`config.mk`:
```
export PLATFORM = sky130hd
export DESIGN_NAME = read_enable_data_packer
export DESIGN_NICKNAME = d
export VERILOG_FILES = /design/src/rtl/read_enable_data_packer.sv
export SDC_FILE = /design/constraint.sdc
export NUM_CORES = 1
export LEC_CHECK = 0
export BUFFER_PORTS_ARGS = -buffer_cell sky130_fd_sc_hd__buf_2
export CORE_MARGIN = 2
export CORE_UTILIZATION = 45
export CTS_BUF_LIST = sky130_fd_sc_hd__clkbuf_4 sky130_fd_sc_hd__clkbuf_8
export CTS_CLUSTER_DIAMETER = 150
export DETAILED_ROUTE_END_ITERATION = 7
export PLACE_DENSITY = 0.72
export SYNTH_ARGS = -nofsm -noshare
export SYNTH_HDL_FRONTEND = slang
export SYNTH_SLANG_ARGS = --single-unit
```
`constraint.sdc`:
```
create_clock -name clock -period 3.8 [get_ports clock]
set_clock_uncertainty 0.05 [all_clocks]
set_input_delay 0.38 -clock clock [delete_from_list [all_inputs] [get_ports clock]]
set_output_delay 0.38 -clock clock [all_outputs]
set_load 0.1 [all_outputs]
```
`src/rtl/read_enable_data_packer.sv`:
```
// Packs RATIO consecutive upstream FIFO words into one wide word behind a FIFO-style read interface.
// Optional partial-word flush is enabled by defining READ_ENABLE_DATA_PACKER_FLUSH_EN.
module read_enable_data_packer #(
  parameter int INPUT_WIDTH  = 8,
  parameter int RATIO        = 4,
  parameter int OUTPUT_WIDTH = INPUT_WIDTH * RATIO
) (
  input  logic                       clock,
  input  logic                       reset,
  output logic                       upstream_read_enable,
  input  logic [INPUT_WIDTH-1:0]     upstream_data,
  input  logic                       upstream_empty,
  input  logic                       downstream_read_enable,
  output logic [OUTPUT_WIDTH-1:0]    downstream_data,
  output logic                       downstream_empty
`ifdef READ_ENABLE_DATA_PACKER_FLUSH_EN
  ,
  input  logic                       flush,
  output logic [$clog2(RATIO+1)-1:0] downstream_count
`endif
);

  localparam int CW = $clog2(RATIO + 1);
  localparam logic [CW-1:0] FULL = CW'(RATIO);
  localparam logic [CW-1:0] ONE  = CW'(1'b1);

  logic [INPUT_WIDTH-1:0] r_lane [RATIO];
  logic [CW-1:0]          r_count;
  logic                   w_held;
  logic                   w_full;
  logic                   w_valid;
  logic                   w_pop_up;
  logic                   w_pop_down;
  logic [CW-1:0]          w_wr_idx;
  logic [CW-1:0]          w_cnt_after;

  assign w_full     = (r_count == FULL);
  assign w_valid    = w_full | w_held;
  assign w_pop_down = downstream_read_enable & w_valid;
  assign w_pop_up   = ~reset & ~upstream_empty & ~w_held & (~w_full | downstream_read_enable);
  assign upstream_read_enable = w_pop_up;
  assign downstream_empty     = ~w_valid;
  // A simultaneous pop restarts filling at lane 0 so there is no bubble between packed words.
  assign w_wr_idx = w_pop_down ? {CW{1'b0}} : r_count;

  // Fill count after this cycle's upstream and downstream pops.
  always_comb begin
    w_cnt_after = r_count;
    if (w_pop_up) begin
      w_cnt_after = w_pop_down ? ONE : (r_count + ONE);
    end else if (w_pop_down) begin
      w_cnt_after = {CW{1'b0}};
    end else begin
      w_cnt_after = r_count;
    end
  end

  // Lane storage and fill counter.
  always_ff @(posedge clock or posedge reset) begin
    if (reset) begin
      r_count <= {CW{1'b0}};
      for (int i = 0; i < RATIO; i++) begin
        r_lane[i] <= {INPUT_WIDTH{1'b0}};
      end
    end else begin
      r_count <= w_cnt_after;
      for (int i = 0; i < RATIO; i++) begin
        if (w_pop_up && (w_wr_idx == CW'(i))) begin
          r_lane[i] <= upstream_data;
        end else begin
          r_lane[i] <= r_lane[i];
        end
      end
    end
  end

  // Packed output; lanes beyond the fill level are zeroed only for a flushed partial word.
  always_comb begin
    downstream_data = {OUTPUT_WIDTH{1'b0}};
    for (int i = 0; i < RATIO; i++) begin
      downstream_data[i*INPUT_WIDTH +: INPUT_WIDTH] =
        (!w_held || (CW'(i) < r_count)) ? r_lane[i] : {INPUT_WIDTH{1'b0}};
    end
  end

`ifdef READ_ENABLE_DATA_PACKER_FLUSH_EN
  logic r_held;

  // Partial-word hold flag; flush uses the count after any same-cycle upstream pop.
  always_ff @(posedge clock or posedge reset) begin
    if (reset) begin
      r_held <= 1'b0;
    end else begin
      r_held <= (r_held & ~w_pop_down) |
                (flush & (w_cnt_after != {CW{1'b0}}) & (w_cnt_after != FULL));
    end
  end

  assign w_held           = r_held;
  assign downstream_count = w_valid ? r_count : {CW{1'b0}};
`else
  assign w_held = 1'b0;
`endif

endmodule
```
==> results.md <==
Outcome:
- The run finished with clean final reports.

Finish:
- 0 antenna diodes ended up in the layout.
- The post-route netlist has 62.3% of its cells at a drive strength greater than 1.
- Relative to the synthesized area, the layout overhead comes to 24.3%.
- The net count of the finished layout is 162.

Routing:
- The first TritonRoute pass finished after 4 iterations.
- The routed layout has 957 vias.
- The detail route stage leaves a number of antenna-violating nets equal to 0.
- Using the TritonRoute via totals, the vias-per-cell ratio works out to 5.04.
- After detailed routing, the average wire length per cell comes to 14.5 um.
- After detailed routing, the total wire length is 2.76 mm.
- The detailed router finished its first iteration with 18 violations.
- The post-detailed-route DRC marker count is 0.

Synthesis:
- The yosys synthesis warning count is 0.
- The mean cell area of the mapped netlist is 16.1 um^2.
- After synthesis, flip-flops and latches occupy 59.0% of the total area.
- After synthesis, the netlist uses 18 different library cells.
- The synthesized design contains 35 register bits.
- By area the synthesized netlist is led by sky130_fd_sc_hd__dfrtp_1 (59%), sky130_fd_sc_hd__mux2_2 (23%), sky130_fd_sc_hd__ha_1 (4.2%), sky130_fd_sc_hd__nand3_4 (3.5%), sky130_fd_sc_hd__mux2_1 (1.5%).
- The number of nets in the synthesized netlist is 109.
- The cell area that synthesis handed to floorplanning was 1490 um^2.
- The cell count after synthesis came out at 92.
- The cell taking the most area after synthesis is sky130_fd_sc_hd__dfrtp_1.
- Summed over its instances, the top area cell type makes up 59.0% of the synthesized netlist area.

Timing:
- The count of final max-slew check failures is 0.
- The count of endpoints failing hold in the final timing report is 0.
- The part of the cycle the worst path needs is 62.4%.
- Setup violations remaining at the end of the flow were counted as 0.
- The final hold slack is 124 ps.
- Setup repair after global routing left no endpoint under its margin.
- The top achievable clock speed is 422 MHz.
- The measured slew at the worst slew-check pin is 492 ps.
- Summed over all failing endpoints, the final setup total negative slack is 0 ps.
- Measured against its own limit, the worst slew margin works out to 67.4%.
- The clock period minus worst slack is 2370 ps.

Die:
- The die extent in x is 61.5 um.
- The area enclosed by the die boundary is 3780 um^2.
- Row generation in the floorplan step produced 20 rows.
- The core region is 3100 um^2.
- The number of primary I/O pins is 46.
- The die is 61.5 um tall.
- The initial utilization of the core area, before any placement, comes to 47.9%.

Critical path:
- The startpoint identified for the worst register-to-register timing path is r_count[0]$_DFF_PP0_.
- The signal on the critical path passes through inv_1, ha_1, nand2_1, o21a_1, buf_2.
- The end of the worst register-to-register path is downstream_data[11]$_DFFE_PP0P_.
- At the worst endpoint, the arrival time is 1940 ps.
- Broken down by cell family, the worst path's largest delay share belongs to buffers and inverters.
- The delay of the slowest cell on the worst path is 470 ps.
- Counting both buffers and inverters, the worst setup path holds a total of 2.
- The worst path required time is 3370 ps.
- Among all stages on the critical path, the largest delay is contributed by sky130_fd_sc_hd__dfrtp_1.
- The kind of end point of the critical path is a primary output.
- STA classifies the critical path startpoint as a flop.
- Of all nets on the critical path, the largest fanout is 6.
- The setup check on the worst reg-to-reg path leaves a slack of 2000 ps.
- The number of cells traversed by the worst register-to-register path is 5.
- The setup path with the least slack is of type flop to primary output.

Global route:
- The initial antenna violation count was 0.
- The first-pass GRT wire length is 4.28 mm.
- The global-route usage over all layers is 16.3%.
- The via count of the first global-routing pass is 933.
- The total congestion overflow is 0.
- The pin count of the biggest net entering global routing is 36.

Clock network:
- The hold-fix buffer count after cts is 0.
- Buffers added to address setup during post-CTS repair amount to 0.
- The number of buffers inserted during clock tree synthesis is 5.
- The clock transition at the register clock pins on the worst setup and hold paths after CTS is 100 ps.
- The depth of the CTS H-tree is 2.
- TritonCTS built the clock tree.
- Counting every sink on the clock net gives 35.
- The tree is rooted in a sky130_fd_sc_hd__clkbuf_4.
- For the worst-skew pair, the clock arrives at the later sink with an insertion delay of 320 ps.
- The post-CTS resize count is 0.
- Counting along the longest clock path gives a buffer depth of 2.

Placed design:
- The congestion estimate from routability-driven global placement came to 0.712.
- The total of buffers placed on input and output ports is 45.
- After legalization and detailed placement, the total HPWL measured 2.00 mm.

Run:
- Max-cap violations in this run came to 0.

Min path:
- The path type of the worst min-delay path is input pin to asynchronous set/reset pin.
==> worst min-delay path, stage by stage <==
cell	delay [ps]
sky130_fd_sc_hd__buf_2	140
sky130_fd_sc_hd__inv_1	60
sky130_fd_sc_hd__buf_4	370
==> cell usage after synthesis <==
cell and n:
sky130_fd_sc_hd__mux2_2 30, sky130_fd_sc_hd__o22ai_1 1, sky130_fd_sc_hd__nand2_1 2, sky130_fd_sc_hd__nand3_1 2, sky130_fd_sc_hd__nor2_8 1, sky130_fd_sc_hd__dfrtp_1 35, sky130_fd_sc_hd__ha_1 5, sky130_fd_sc_hd__nand3_4 3
sky130_fd_sc_hd__mux2_1 2, sky130_fd_sc_hd__a21bo_4 1, sky130_fd_sc_hd__o221a_2 1, sky130_fd_sc_hd__mux2i_1 1, sky130_fd_sc_hd__a22o_1 1, sky130_fd_sc_hd__nor4b_1 1, sky130_fd_sc_hd__o21a_1 1, sky130_fd_sc_hd__nand2b_1 1
sky130_fd_sc_hd__nand3_2 1, sky130_fd_sc_hd__inv_1 3
==> cell families after synthesis <==
family | count (synthesis) | share of synthesized area (%)
DFF | 35 | 59.0
muxes | 33 | 24.9
and+or+nand+nor | 11 | 7.75
AOI/OAI and AO/OA | 5 | 3.37
adders and majority gates | 5 | 4.21
buffers and inverters | 3 | 0.758
==> through the flow <==
step	cells	cell area, um^2	utilization [%]	setup slack, ps
finish	190	1850	59.5	1430
global route	190	1850	59.5	1320
CTS	190	1850	59.5	1440
detailed placement	182	1770	57.1	1810
global placement	182	1770	57.1	1890
floorplan	92	1490	-	1040
==> routing by layer <==
layer	wire, um	vias up	track usage, %
li1	-	441	-
met1	1140	483	18.5
met2	1430	28	28.1
met3	160	5	5.88
met4	29	0	6.38
met5	0	-	0
==> worst max-delay path by stage <==
stage | startpoint | endpoint | slack, ps | depth (start not counted)
finish | r_count[0]$_DFF_PP0_ | upstream_read_enable | 1430 | 5
global route | r_count[0]$_DFF_PP0_ | upstream_read_enable | 1320 | 5
CTS | r_count[0]$_DFF_PP0_ | upstream_read_enable | 1440 | 5
detailed placement | r_count[0]$_DFF_PP0_ | upstream_read_enable | 1810 | 5
global placement | r_count[0]$_DFF_PP0_ | upstream_read_enable | 1890 | 5
floorplan | r_count[0]$_DFF_PP0_ | r_count[0]$_DFF_PP0_ | 1040 | 5
==> registers in the layout, summed over array words and instances (netlist names) <==
register and cells:
downstream_data 32, r_count 3
==> cell type report <==
type / count / area (um^2)
timing repair buffer: 46 / 233
multi-input combinational: 54 / 598
sequential: 35 / 876
clock buffer: 8 / 72.6
inverter: 3 / 11.3
fill: 280 / 1260
tap: 44 / 55.1
==> placed cells by master, fill, tap and decap left out <==
master	count
sky130_fd_sc_hd__buf_2	45
sky130_fd_sc_hd__dfrtp_1	35
sky130_fd_sc_hd__mux2_2	30
sky130_fd_sc_hd__clkbuf_4	6
sky130_fd_sc_hd__ha_1	5
sky130_fd_sc_hd__nand3_4	3
sky130_fd_sc_hd__inv_1	3
sky130_fd_sc_hd__mux2_1	2
sky130_fd_sc_hd__nand2_1	2
sky130_fd_sc_hd__nand3_1	2
sky130_fd_sc_hd__clkbuf_8	2
sky130_fd_sc_hd__nand2b_1	1
sky130_fd_sc_hd__nor2_8	1
sky130_fd_sc_hd__nand3_2	1
sky130_fd_sc_hd__a21bo_4	1
sky130_fd_sc_hd__o21a_1	1
sky130_fd_sc_hd__mux2i_1	1
sky130_fd_sc_hd__a22o_1	1
sky130_fd_sc_hd__o221a_2	1
sky130_fd_sc_hd__nor4b_1	1
sky130_fd_sc_hd__o22ai_1	1
sky130_fd_sc_hd__buf_4	1
Power is not shown: default switching activity piles up to over one toggle a cycle in this logic, so the estimate is an artifact.
